--- config.mk ---
export PLATFORM = sky130hd
export DESIGN_NAME = aclock_time_entry
export DESIGN_NICKNAME = d
export VERILOG_FILES = /design/src/rtl/aclock_pkg.sv /design/src/rtl/aclock_btn_edge.sv /design/src/rtl/aclock_time_entry.sv
export SDC_FILE = /design/constraint.sdc
export NUM_CORES = 1
export LEC_CHECK = 0
export ABC_AREA = 1
export CORE_UTILIZATION = 35
export DETAILED_ROUTE_END_ITERATION = 10
export GPL_ROUTABILITY_DRIVEN = 0
export HOLD_SLACK_MARGIN = 0.06
export PLACE_DENSITY = 0.53
export RECOVER_POWER = 100
export SLEW_MARGIN = 20
export SYNTH_ARGS = -nofsm -noshare
export SYNTH_HDL_FRONTEND = slang
export SYNTH_SLANG_ARGS = --single-unit
--- constraint.sdc ---
create_clock -name clk -period 2.36 [get_ports clk]
set_input_delay 0.472 -clock clk [delete_from_list [all_inputs] [get_ports clk]]
set_output_delay 0.472 -clock clk [all_outputs]
set_load 0.02 [all_outputs]
--- src/rtl/aclock_pkg.sv ---
// Shared types, digit limits and digit-increment helpers for the alarm-clock time/alarm entry controller.
package aclock_pkg;

    typedef enum logic [2:0] {
        ST_IDLE    = 3'd0,
        ST_EDIT_H1 = 3'd1,
        ST_EDIT_H0 = 3'd2,
        ST_EDIT_M1 = 3'd3,
        ST_EDIT_M0 = 3'd4,
        ST_COMMIT  = 3'd5
    } entry_state_e;

    typedef struct packed {
        logic [1:0] h1;
        logic [3:0] h0;
        logic [3:0] m1;
        logic [3:0] m0;
    } hhmm_t;

    localparam logic [1:0] H1_MAX    = 2'd2;
    localparam logic [3:0] H0_MAX    = 4'd9;
    localparam logic [3:0] H0_MAX_20 = 4'd3;
    localparam logic [3:0] M1_MAX    = 4'd5;
    localparam logic [3:0] M0_MAX    = 4'd9;

    function automatic logic [3:0] wrap_inc(input logic [3:0] v, input logic [3:0] max);
        return (v >= max) ? 4'd0 : v + 4'd1;
    endfunction

    function automatic logic is_edit(input entry_state_e s);
        return (s == ST_EDIT_H1) || (s == ST_EDIT_H0) || (s == ST_EDIT_M1) || (s == ST_EDIT_M0);
    endfunction

    // Raising hour tens to 2 pulls hour units into 0..3 so 24:xx and above can never be formed.
    function automatic hhmm_t inc_digit(input hhmm_t w, input entry_state_e s);
        hhmm_t r;
        r = w;
        case (s)
            ST_EDIT_H1: begin
                r.h1 = (w.h1 >= H1_MAX) ? 2'd0 : w.h1 + 2'd1;
                if ((r.h1 == H1_MAX) && (w.h0 > H0_MAX_20)) begin
                    r.h0 = H0_MAX_20;
                end else begin
                    r.h0 = w.h0;
                end
            end
            ST_EDIT_H0: r.h0 = wrap_inc(w.h0, (w.h1 == H1_MAX) ? H0_MAX_20 : H0_MAX);
            ST_EDIT_M1: r.m1 = wrap_inc(w.m1, M1_MAX);
            ST_EDIT_M0: r.m0 = wrap_inc(w.m0, M0_MAX);
            default:    r = w;
        endcase
        return r;
    endfunction

endpackage

--- src/rtl/aclock_btn_edge.sv ---
// Single-bit rising-edge detector for synchronous button levels; a held level yields one pulse.
module aclock_btn_edge (
    input  logic clk,
    input  logic reset,
    input  logic btn_i,
    output logic rise_o
);

    logic prev_q;

    // Previous-sample register for edge detection.
    always_ff @(posedge clk or posedge reset) begin
        if (reset) begin
            prev_q <= 1'b0;
        end else begin
            prev_q <= btn_i;
        end
    end

    assign rise_o = btn_i & ~prev_q;

endmodule

--- src/rtl/aclock_time_entry.sv ---
// Button-driven HH:MM entry controller feeding the clock core's set interface.
// Define ACLOCK_ENTRY_TIMEOUT_EN to abort an idle edit after TIMEOUT_CYCLES cycles.
module aclock_time_entry
    import aclock_pkg::*;
#(
    parameter int unsigned STROBE_CYCLES = 12
`ifdef ACLOCK_ENTRY_TIMEOUT_EN
    ,
    parameter int unsigned TIMEOUT_CYCLES = 1000
`endif
) (
    input  logic       clk,
    input  logic       reset,
    input  logic       btn_edit,
    input  logic       btn_inc,
    input  logic       btn_next,
    input  logic       target_alm,
    input  logic [1:0] cur_h1,
    input  logic [3:0] cur_h0,
    input  logic [3:0] cur_m1,
    input  logic [3:0] cur_m0,
    output logic [1:0] h_set1,
    output logic [3:0] h_set0,
    output logic [3:0] m_set1,
    output logic [3:0] m_set0,
    output logic       set_time,
    output logic       set_alarm,
    output logic       editing,
    output logic [3:0] digit_sel
);

    localparam int SCW = $clog2(STROBE_CYCLES + 1);

    entry_state_e   state_q, state_d;
    hhmm_t          work_q, work_d, out_q, out_d, shadow_q, shadow_d, cur_s;
    logic           tgt_q, tgt_d;
    logic [SCW-1:0] scnt_q, scnt_d;
    logic           set_time_q, set_time_d, set_alarm_q, set_alarm_d;
    logic           editing_q, editing_d;
    logic [3:0]     digit_sel_q, digit_sel_d;
    logic           edit_rise_s, inc_rise_s, next_rise_s;

    aclock_btn_edge u_edge_edit (.clk(clk), .reset(reset), .btn_i(btn_edit), .rise_o(edit_rise_s));
    aclock_btn_edge u_edge_inc  (.clk(clk), .reset(reset), .btn_i(btn_inc),  .rise_o(inc_rise_s));
    aclock_btn_edge u_edge_next (.clk(clk), .reset(reset), .btn_i(btn_next), .rise_o(next_rise_s));

    assign cur_s = {cur_h1, cur_h0, cur_m1, cur_m0};

`ifdef ACLOCK_ENTRY_TIMEOUT_EN
    localparam int TMW = $clog2(TIMEOUT_CYCLES + 1);
    logic [TMW-1:0] tmo_q, tmo_d;
`endif

    // Next-state, working-digit and registered-output computation; edit beats next beats inc.
    always_comb begin
        state_d  = state_q;
        work_d   = work_q;
        out_d    = out_q;
        shadow_d = shadow_q;
        tgt_d    = tgt_q;
        scnt_d   = scnt_q;
        case (state_q)
            ST_IDLE: begin
                if (edit_rise_s) begin
                    tgt_d   = target_alm;
                    work_d  = target_alm ? shadow_q : cur_s;
                    state_d = ST_EDIT_H1;
                end else begin
                    state_d = ST_IDLE;
                end
            end
            ST_EDIT_H1, ST_EDIT_H0, ST_EDIT_M1, ST_EDIT_M0: begin
                if (edit_rise_s) begin
                    state_d = ST_IDLE;
                end else if (next_rise_s) begin
                    case (state_q)
                        ST_EDIT_H1: state_d = ST_EDIT_H0;
                        ST_EDIT_H0: state_d = ST_EDIT_M1;
                        ST_EDIT_M1: state_d = ST_EDIT_M0;
                        default: begin
                            state_d = ST_COMMIT;
                            out_d   = work_q;
                            scnt_d  = SCW'(STROBE_CYCLES - 1);
                            if (tgt_q) begin
                                shadow_d = work_q;
                            end else begin
                                shadow_d = shadow_q;
                            end
                        end
                    endcase
                end else if (inc_rise_s) begin
                    work_d = inc_digit(work_q, state_q);
                end else begin
                    work_d = work_q;
                end
            end
            ST_COMMIT: begin
                if (scnt_q == '0) begin
                    state_d = ST_IDLE;
                end else begin
                    scnt_d = scnt_q - SCW'(1);
                end
            end
            default: state_d = ST_IDLE;
        endcase

`ifdef ACLOCK_ENTRY_TIMEOUT_EN
        // An idle edit falls back to IDLE exactly like a cancel: no strobe, outputs untouched.
        tmo_d = '0;
        if (is_edit(state_q)) begin
            if (edit_rise_s || inc_rise_s || next_rise_s) begin
                tmo_d = '0;
            end else if (tmo_q == TMW'(TIMEOUT_CYCLES - 1)) begin
                state_d = ST_IDLE;
            end else begin
                tmo_d = tmo_q + TMW'(1);
            end
        end else begin
            tmo_d = '0;
        end
`endif

        editing_d = is_edit(state_d);
        case (state_d)
            ST_EDIT_H1: digit_sel_d = 4'b1000;
            ST_EDIT_H0: digit_sel_d = 4'b0100;
            ST_EDIT_M1: digit_sel_d = 4'b0010;
            ST_EDIT_M0: digit_sel_d = 4'b0001;
            default:    digit_sel_d = 4'b0000;
        endcase
        set_time_d  = (state_d == ST_COMMIT) && !tgt_d;
        set_alarm_d = (state_d == ST_COMMIT) && tgt_d;
    end

    // State, digit and output registers.
    always_ff @(posedge clk or posedge reset) begin
        if (reset) begin
            state_q     <= ST_IDLE;
            work_q      <= '0;
            out_q       <= '0;
            shadow_q    <= '0;
            tgt_q       <= 1'b0;
            scnt_q      <= '0;
            set_time_q  <= 1'b0;
            set_alarm_q <= 1'b0;
            editing_q   <= 1'b0;
            digit_sel_q <= 4'b0000;
        end else begin
            state_q     <= state_d;
            work_q      <= work_d;
            out_q       <= out_d;
            shadow_q    <= shadow_d;
            tgt_q       <= tgt_d;
            scnt_q      <= scnt_d;
            set_time_q  <= set_time_d;
            set_alarm_q <= set_alarm_d;
            editing_q   <= editing_d;
            digit_sel_q <= digit_sel_d;
        end
    end

`ifdef ACLOCK_ENTRY_TIMEOUT_EN
    // Idle-cycle counter for the edit timeout.
    always_ff @(posedge clk or posedge reset) begin
        if (reset) begin
            tmo_q <= '0;
        end else begin
            tmo_q <= tmo_d;
        end
    end
`endif

    assign h_set1    = out_q.h1;
    assign h_set0    = out_q.h0;
    assign m_set1    = out_q.m1;
    assign m_set0    = out_q.m0;
    assign set_time  = set_time_q;
    assign set_alarm = set_alarm_q;
    assign editing   = editing_q;
    assign digit_sel = digit_sel_q;

endmodule

==> flow_metrics.py, run 1 <==
metrics = {
    "logic_synthesis": {
        "syn_area_um2": 3400,
        "synth_xor_area_share_pct": 0.773,
        "synth_fp_nets": 466,
        "synthCells": 435,
        "synth_compound_area_share_pct": 9.09,
        "syn_area_per_cell_um2": 7.82,
        "synthSimpleGateAreaFrac_pct": 34.1,
        "synth_adder_area_share_pct": 4.05,
        "ys_ff_latch": 60,
        "yosysSeqAreaShare_pct": 44.2,
        "synth_mux_area_share_pct": 0,
        "yosys_warnings": 0,
        "synth_top_family_by_area": "simple AND/OR/NAND/NOR gates",
        "yosysUniqueCellTypes": 32,
    },
    "setup_path": {
        "r2r_start": "state_q[1]$_DFF_PP0_",
        "crit_required_ns": 2.58,
        "path_cells": "nor2_1 -> nand2_1 -> nand2_4 -> nor2_4 -> nor2_1 -> nor2_1 -> inv_2 -> nand2_1 -> nor2_1",
        "path_delay_family": "simple AND/OR/NAND/NOR gates",
        "critPathKind": "reg2reg",
        "cpPeakStageDelay_ns": 0.52,
        "end_kind": "register",
        "timing.rr.end": "digit_sel[3]$_DFF_PP0_",
        "rrSetupSlack_ns": 0.43,
        "cp.arrival_ns": 2.15,
        "rr_worst_depth": 9,
        "path_max_fanout": 16,
        "critPathBufInv": 1,
        "cpMostUsedCell": "nor2_1",
        "critPathLaunchType": "register",
        "cp_slowest_cell": "dfrtp_1",
    },
    "timing": {
        "min_period_ns": 1.93,
        "worst_pin_slew_ns": 0.431,
        "fmax_mhz": 518,
        "hold_viol_final": 0,
        "finalSetupViolCount": 0,
        "slew_viol_final": 0,
        "tns_ns": 0,
        "grt_setup_unrepaired": "false",
        "period_share_pct": 81.8,
        "skew_ns": 0.00893,
        "worst_slew_margin_rel_pct": 71.2,
    },
    "route": {
        "drtIter0Drc": 104,
        "routed_via_density": 4.52,
        "vias": 2771,
        "wl_per_cell_um": 12.0,
        "finalWirelength_mm": 7.36,
        "drc": 0,
        "postRouteAntennaNets": 0,
        "dr.pass1.iters": 5,
    },
    "clocking": {
        "cts.repair.resized": 0,
        "cts_tree": "done",
        "postCtsSetupRepairBufs": 0,
        "numCtsBuffers": 9,
        "cts_root_buffer": "clkbuf_8",
        "ctsLongestPathBuffers": 2,
        "clkTransAtPathRegs_ns": 0.07,
        "htreeDepth": 3,
        "clock-sinks": 60,
        "hold_buffers": 0,
        "clk-insertion-delay-late_ns": 0.34,
    },
    "cells_and_area": {
        "fin_area_um2": 4060,
        "fin_cells": 613,
        "layout-drive-gt1-share_pct": 8.68,
        "syn_to_final_growth_pct": 19.4,
        "insertedDiodeCount": 0,
        "final_common_cell": "nand2_1",
        "layout_common_cells": "185 x nand2_1, 60 x dfrtp_1, 40 x inv_1",
        "fillerInstances": 974,
        "fin_nets": 510,
    },
    "power": {
        "max-vdd-ir-drop_uv": 381,
        "power_leakage_nw": 2.15,
        "power.density_nw_per_um2": 844,
    },
    "floorplanning": {
        "die_h_um": 101,
        "core_um2": 9330,
        "rows": 35,
        "die-area_um2": 10100,
        "die_w_um": 101,
        "initial_core_util_pct": 36.5,
        "ios": 41,
    },
    "hold_path": {
        "hold_depth": 2,
        "min_from": "m_set1[0]$_DFFE_PP0P_",
        "min_delay_worst_endpoint": "m_set1[0]$_DFFE_PP0P_",
        "min_path_type": "reg2reg",
    },
    "global_route": {
        "grt_pass1_vias": 2693,
        "grt_overflow": 0,
        "grt_pass1_wl_mm": 12.7,
        "grt_max_degree": 61,
        "antenna_found_initial": 0,
        "grt_usage_pct": 16.3,
    },
    "placed_design": {
        "place_inst": 597,
        "io_buffers": 40,
        "hpwlAfterDp_mm": 5.25,
        "post_dp_cell_area_um2": 3910,
    },
    "run": {
        "max_cap_violations": 0,
    },
    "outcome": {
        "status": "finished clean",
    },
}
## stage by stage
stage                     setup slack [ns]  utilization, %  hold slack [ns]  total power [mW]
after floorplan                      0.403               -            0.455              2.11
after global placement               0.183            41.9            0.465              2.38
after detailed placement             0.153            41.9            0.469              2.40
after CTS                            0.515            44.4            0.488              3.53
after global routing                 0.164            43.5            0.499              3.69
final                                0.431            43.5            0.477              3.43
## per-layer routing
layer | GRT usage (%) | share of wire, %
met5 | 0 | 0
met1 | 22.6 | 52
met4 | 5.80 | 1.5
met2 | 24.7 | 43
met3 | 3.95 | 3.2
## how the worst max path moves through the flow
stage / from / end / slack, ns / depth (start not counted)
6_report: state_q[1]$_DFF_PP0_ / digit_sel[3]$_DFF_PP0_ / 0.43 / 9
5_1_grt: state_q[1]$_DFF_PP0_ / editing$_DFF_PP0_ / 0.16 / 9
4_1_cts: btn_edit / work_q[9]$_DFFE_PP0P_ / 0.52 / 9
3_5_place_dp: btn_edit / work_q[9]$_DFFE_PP0P_ / 0.15 / 9
3_3_place_gp: btn_edit / work_q[9]$_DFFE_PP0P_ / 0.18 / 9
2_1_floorplan: reset / digit_sel[0]$_DFF_PP0_ / 0.40 / 1
## synth_stat cells
cell	count	area, um^2
nand2_1	177	664
dfrtp_1	60	1500
inv_1	40	150
nand3_1	34	170
o21ai_1	18	90.1
nor2_1	17	63.8
o21ai_2	14	123
ha_1	11	138
nand2_2	10	62.6
o21ai_0	8	40.0
buf_6	7	78.8
nor2_2	4	25.0
clkbuf_1	3	11.3
nand4_1	3	18.8
nor2_4	3	33.8
nor3_1	3	15.0
a21oi_1	2	10.0
inv_2	2	7.51
inv_4	2	12.5
nand2_4	2	22.5
nand3_4	2	35.0
nand3b_1	2	15.0
xnor2_1	2	17.5
a21boi_0	1	7.51
a21boi_2	1	11.3
a21boi_4	1	18.8
a21oi_2	1	8.76
buf_2	1	5.00
nand4_4	1	21.3
nor3b_1	1	7.51
or2_2	1	6.26
xor2_1	1	8.76
## report_power, final
group	internal, mW	total (mW)	switching, mW
Combinational	0.352	0.974	0.622
Sequential	1.19	1.35	0.169
Clock	0.699	1.10	0.398
Total	2.24	3.43	1.19
## flip-flops by register name (all words and copies together), names as in the netlist, 2 cells and up
signal	cells
digit_sel	4
scnt_q	4
state_q	3
work_q	14
shadow_q	14
m_set1	4
m_set0	4
h_set1	2
h_set0	4
## kinds of logic (layout without fill, tap and decap cells)
kind of cell	count (synthesis)	count (layout)
and+or+nand+nor	260	260
DFF	60	60
buffers and inverters	55	104
AOI/OAI and AO/OA	46	46
adders and majority gates	11	11
xor gates and xnor gates	3	3
## area by class of cell
| type | instances | area (um^2) | area share, % |
|---|---|---|---|
| multi-input cells | 320 | 1550 | 38.2 |
| repair buffers | 44 | 443 | 10.9 |
| well taps | 129 | 161 | 3.98 |
| flip-flops and latches | 60 | 1500 | 37.0 |
| inverters | 44 | 170 | 4.19 |
| clock inverters | 5 | 100 | 2.47 |
| clock buffers | 11 | 131 | 3.24 |
## tightest hold or removal path, delay by kind of cell (launching register included)
kind | cells | cell delay [ns]
simple gates | 1 | 0.05
compound gates | 1 | 0.05
flops | 1 | 0.34
No activity file was read; power rests on OpenSTA's default activity.
==> run 2: changes to the inputs <==
--- a/config.mk
+++ b/config.mk
@@ -10,7 +10,7 @@
 export DETAILED_ROUTE_END_ITERATION = 10
 export GPL_ROUTABILITY_DRIVEN = 0
 export HOLD_SLACK_MARGIN = 0.06
-export PLACE_DENSITY = 0.53
+export PLACE_DENSITY = 0.55
 export RECOVER_POWER = 100
 export SLEW_MARGIN = 20
 export SYNTH_ARGS = -nofsm -noshare
==> constraint.sdc (replaced) <==
create_clock -name clk -period 1.7 [get_ports clk]
set_input_delay 0.34 -clock clk [delete_from_list [all_inputs] [get_ports clk]]
set_output_delay 0.34 -clock clk [all_outputs]
set_load 0.02 [all_outputs]
==> run 2 against run 1 <==
  * Worst hold slack lost 0.0072 ns
  * Count of clock-buffer cells in the layout shrank 2
  * Sequential power grew 39%
  * Critical path depth shrank 8
  * Routed wire length grew 0.83%
  * Via count grew 4.4%
  * Global-route usage shrank 0.11 points
  * Sequential cell count is the same
  * Worst setup slack lost 0.37 ns
  * Total power grew 47%
  * Critical path type is now reg2out
==> flow_metrics.py, run 2 (synthesis results as in run 1) <==
metrics = {
    "outcome": {
        "status": "finished clean",
    },
    "placed_design": {
        "post_dp_cell_area_um2": 4120,
        "hpwlAfterDp_mm": 5.57,
        "pre_cts_slack_ns": -0.227,
        "io_buffers": 40,
    },
    "hold_path": {
        "min_path_type": "in2reg",
        "min_from": "btn_edit",
        "min_delay_worst_endpoint": "u_edge_edit.prev_q$_DFF_PP0_",
        "hold_depth": 1,
    },
    "cells_and_area": {
        "top_regs": "shadow_q x14, work_q x14",
        "fin_nets": 538,
        "final_util_pct": 46.9,
        "fillerInstances": 961,
        "layout_common_cells": "177 x nand2_1, 58 x dfrtp_1, 40 x inv_1",
        "insertedDiodeCount": 0,
        "final_common_cell": "nand2_1",
        "syn_to_final_growth_pct": 28.7,
        "fin_area_um2": 4380,
        "layout-drive-gt1-share_pct": 18.8,
    },
    "floorplanning": {
        "ios": 41,
        "initial_core_util_pct": 36.5,
        "core_um2": 9330,
        "die-area_um2": 10100,
        "die_h_um": 101,
        "rows": 35,
        "die_w_um": 101,
    },
    "route": {
        "drc": 0,
        "routed_via_density": 4.51,
        "wl_met2_mm": 3.29,
        "top_layer_used": "met4",
        "postRouteAntennaNets": 0,
        "wl_per_cell_um": 11.6,
        "finalWirelength_mm": 7.42,
        "wl_met3_um": 202,
        "dr.pass1.iters": 4,
        "m1WireLength_mm": 3.81,
        "drtIter0Drc": 87,
        "vias": 2893,
    },
    "clocking": {
        "cts_tree": "done",
        "hold_buffers": 0,
        "clock-sinks": 60,
        "htreeDepth": 3,
        "numCtsBuffers": 9,
        "cts_root_buffer": "clkbuf_8",
        "ctsLongestPathBuffers": 2,
        "clk-insertion-delay-late_ns": 0.34,
        "clkTransAtPathRegs_ns": 0.08,
    },
    "setup_path": {
        "rrSetupSlack_ns": 0.12,
        "path_delay_family": "buffers and inverters",
        "cpPeakStageDelay_ns": 0.60,
        "end_kind": "output port",
        "crit_required_ns": 1.36,
        "path_max_fanout": 2,
        "timing.rr.end": "work_q[10]$_DFFE_PP0P_",
        "critPathKind": "reg2out",
        "path_cells": "clkdlybuf4s50_1",
        "critPathLaunchType": "register",
        "rr_worst_depth": 10,
        "r2r_start": "work_q[12]$_DFFE_PP0P_",
        "cp_slowest_cell": "clkdlybuf4s50_1",
        "critPathBufInv": 1,
        "cp.arrival_ns": 1.30,
    },
    "global_route": {
        "grt_pass1_wl_mm": 12.7,
        "grt_pass1_vias": 2830,
        "grt_overflow": 0,
        "antenna_found_initial": 0,
        "grt_usage_pct": 16.2,
        "grt_max_degree": 61,
    },
    "timing": {
        "skew_ns": 0.0134,
        "slew_viol_final": 0,
        "fin_ws_ns": 0.0579,
        "worst_pin_slew_ns": 0.830,
        "hold_viol_final": 0,
        "finalSetupViolCount": 0,
        "worst_slew_margin_rel_pct": 44.7,
        "grt_setup_unrepaired": "false",
        "min_period_ns": 1.64,
        "fmax_mhz": 609,
        "period_share_pct": 96.6,
    },
    "power": {
        "max-vdd-ir-drop_uv": 561,
        "power_leakage_nw": 2.21,
        "power.density_nw_per_um2": 1150,
    },
    "run": {
        "max_cap_violations": 0,
    },
}
-- run 2: cell types whose count changed in the layout (fill, tap and decap cells not counted), sizes merged --
cell	before	now
clkinvlp	0	3
inv	44	43
dlygate4sd3	25	2
clkbuf	11	13
clkdlybuf4s50	15	38
buf	4	28
-- run 2: area by class of cell --
class                   count  area [um^2]  area share (%)
clock inverters             7          115            2.63
well taps                 129          161            3.69
clock buffers               9          124            2.83
repair buffers             72          643            14.7
multi-input cells         320         1650            37.8
flip-flops and latches     60         1500            34.4
inverters                  44          174            3.97
-- run 2: layer usage --
metal	track usage, %	vias up
met5	0	-
met1	21.4	1324
li1	-	1522
met4	6.02	0
met2	26.2	37
met3	3.12	10
-- run 2: how the worst max path moves through the flow --
stage,startpoint,endpoint,slack [ns],cells after the start
after floorplan,state_q[1]$_DFF_PP0_,shadow_q[6]$_DFFE_PP0P_,0.22,9
after global placement,btn_next,work_q[4]$_DFFE_PP0P_,-0.18,8
after detailed placement,btn_next,work_q[6]$_DFFE_PP0P_,-0.23,8
after CTS,m_set0[1]$_DFFE_PP0P_,m_set0[1],0.04,1
after global routing,work_q[13]$_DFFE_PP0P_,work_q[10]$_DFFE_PP0P_,0.002,11
final,m_set0[1]$_DFFE_PP0P_,m_set0[1],0.06,1
-- run 2: power breakdown --
part	switching (mW)	total, mW	internal, mW
combinational	0.963	1.60	0.638
sequential	0.219	1.87	1.65
clock	0.609	1.58	0.968
total	1.79	5.04	3.25
-- run 2: per-stage QoR --
| stage | power, mW | hold WS (ns) | std cells | setup TNS (ns) |
|---|---|---|---|---|
| 2_1_floorplan | 2.93 | 0.371 | 435 | 0 |
| 3_3_place_gp | 3.40 | 0.465 | 623 | -5.48 |
| 3_5_place_dp | 3.44 | 0.469 | 623 | -6.16 |
| 4_1_cts | 5.04 | 0.437 | 639 | 0 |
| 5_1_grt | 5.40 | 0.487 | 641 | 0 |
| 6_report | 5.04 | 0.470 | 641 | 0 |
-- run 2: repair_timing --
action | CTS | global route
gates resized for setup | 0 | 9
setup endpoints to repair | 0 | 16
buffers inserted | 0 | 2
==> run 3: changes to the inputs <==
--- a/config.mk
+++ b/config.mk
@@ -11,7 +11,7 @@
 export GPL_ROUTABILITY_DRIVEN = 0
 export HOLD_SLACK_MARGIN = 0.06
 export PLACE_DENSITY = 0.55
-export RECOVER_POWER = 100
+export RECOVER_POWER = 50
 export SLEW_MARGIN = 20
 export SYNTH_ARGS = -nofsm -noshare
 export SYNTH_HDL_FRONTEND = slang
==> run 3 against run 2 <==
  * Non-clock buffer count is the same
  * Largest power group unchanged
  * Critical endpoint unchanged
  * Maximum frequency is essentially flat
  * Worst hold slack is essentially flat
  * Via count is essentially flat
  * First-iteration DRC count shrank 8.0%
  * Die area is the same
==> flow_metrics.py, run 3 (synthesis results as in run 1) <==
metrics = {
    "outcome": {
        "status": "finished clean",
    },
    "floorplanning": {
        "rows": 35,
        "die_h_um": 101,
        "die-area_um2": 10100,
        "die_w_um": 101,
        "initial_core_util_pct": 36.5,
        "ios": 41,
        "core_um2": 9330,
    },
    "setup_path": {
        "critPathLaunchType": "register",
        "cp.arrival_ns": 1.30,
        "end_kind": "output port",
        "cpPeakStageDelay_ns": 0.60,
        "path_max_fanout": 2,
        "critPathBufInv": 1,
        "crit_required_ns": 1.36,
        "path_delay_family": "buffers and inverters",
        "critPathKind": "reg2out",
        "path_cells": "clkdlybuf4s50_1",
        "cp_slowest_cell": "clkdlybuf4s50_1",
    },
    "run": {
        "max_cap_violations": 0,
    },
    "timing": {
        "hold_viol_final": 0,
        "holdWs_ns": 0.469,
        "worst_pin_slew_ns": 0.842,
        "worst_slew_margin_rel_pct": 43.9,
        "grt_setup_unrepaired": "false",
        "period_share_pct": 96.5,
        "slew_viol_final": 0,
        "tns_ns": 0,
        "finalSetupViolCount": 0,
        "skew_ns": 0.0127,
        "fmax_mhz": 609,
        "min_period_ns": 1.64,
    },
    "hold_path": {
        "min_path_type": "in2reg",
    },
    "clocking": {
        "ctsLongestPathBuffers": 2,
        "clock-sinks": 60,
        "cts_tree": "done",
        "cts_root_buffer": "clkbuf_8",
        "clkTransAtPathRegs_ns": 0.08,
        "numCtsBuffers": 9,
        "htreeDepth": 3,
        "clk-insertion-delay-late_ns": 0.34,
    },
    "global_route": {
        "grt_pass1_wl_mm": 12.7,
        "grt_max_degree": 61,
        "antenna_found_initial": 0,
        "grt_overflow": 0,
        "grt_usage_pct": 16.2,
        "grt_pass1_vias": 2830,
    },
    "route": {
        "dr.pass1.iters": 4,
        "drc": 0,
        "postRouteAntennaNets": 0,
        "drtIter0Drc": 80,
        "vias": 2894,
        "routed_via_density": 4.51,
        "wl_per_cell_um": 11.6,
        "finalWirelength_mm": 7.41,
    },
    "placed_design": {
        "hpwlAfterDp_mm": 5.57,
        "io_buffers": 40,
    },
    "power": {
        "totalPowerFinal_mw": 5.05,
        "power.density_nw_per_um2": 1150,
        "max-vdd-ir-drop_uv": 561,
        "power_leakage_nw": 2.22,
    },
    "cells_and_area": {
        "layout-drive-gt1-share_pct": 19.1,
        "fin_nets": 538,
        "final_common_cell": "nand2_1",
        "top_regs": "shadow_q x14, work_q x14",
        "insertedDiodeCount": 0,
        "syn_to_final_growth_pct": 29.2,
        "layout_common_cells": "177 x nand2_1, 58 x dfrtp_1, 39 x inv_1",
    },
}
## run 3: repair_timing
item                                    CTS  global route
setup buffers                             0             2
endpoints found under the setup margin    0            16
gates resized for setup                   0             9
hold buffers                              0             0
## run 3: power breakdown
part           internal (mW)  switching (mW)  total (mW)
logic                  0.641           0.971        1.61
registers               1.65           0.220        1.87
clock network          0.968           0.604        1.57
## run 3: per-layer routing
metal	global-route usage [%]	up-vias	part of all wire (%)
met3	3.12	9	2.8
met5	0	-	0
met2	26.2	39	44
met4	6.02	0	1.5
li1	-	1533	-
met1	21.4	1313	52
## run 3: path summary, 6_finish.rpt
check / to / slack (ns) / startpoint / depth (start not counted)
min in group asynchronous: shadow_q[8]$_DFFE_PP0P_ / 0.77 / reset / 3
min reg2reg: shadow_q[13]$_DFFE_PP0P_ / 0.48 / shadow_q[13]$_DFFE_PP0P_ / 2
max in group asynchronous: state_q[1]$_DFF_PP0_ / 0.32 / reset / 3
min: u_edge_edit.prev_q$_DFF_PP0_ / 0.47 / btn_edit / 1
max reg2reg: work_q[10]$_DFFE_PP0P_ / 0.12 / work_q[12]$_DFFE_PP0P_ / 10
max: m_set0[1] / 0.06 / m_set0[1]$_DFFE_PP0P_ / 1
## run 3: final cells by class
cell class,count,area (um^2)
Fill cell,958,4930
Multi-Input combinational cell,320,1660
Sequential cell,60,1500
Timing Repair Buffer,72,653
Inverter,44,174
Tap cell,129,161
Clock buffer,9,124
Clock inverter,7,115
## run 3: through the flow
stage / cells / cell area, um^2 / setup slack (ns) / utilization (%)
floorplan: 435 / 3400 / 0.215 / -
global placement: 623 / 4120 / -0.183 / 44.2
detailed placement: 623 / 4120 / -0.227 / 44.2
CTS: 639 / 4360 / 0.0398 / 46.7
global route: 641 / 4390 / 0.00168 / 47.1
finish: 641 / 4390 / 0.0593 / 47.1
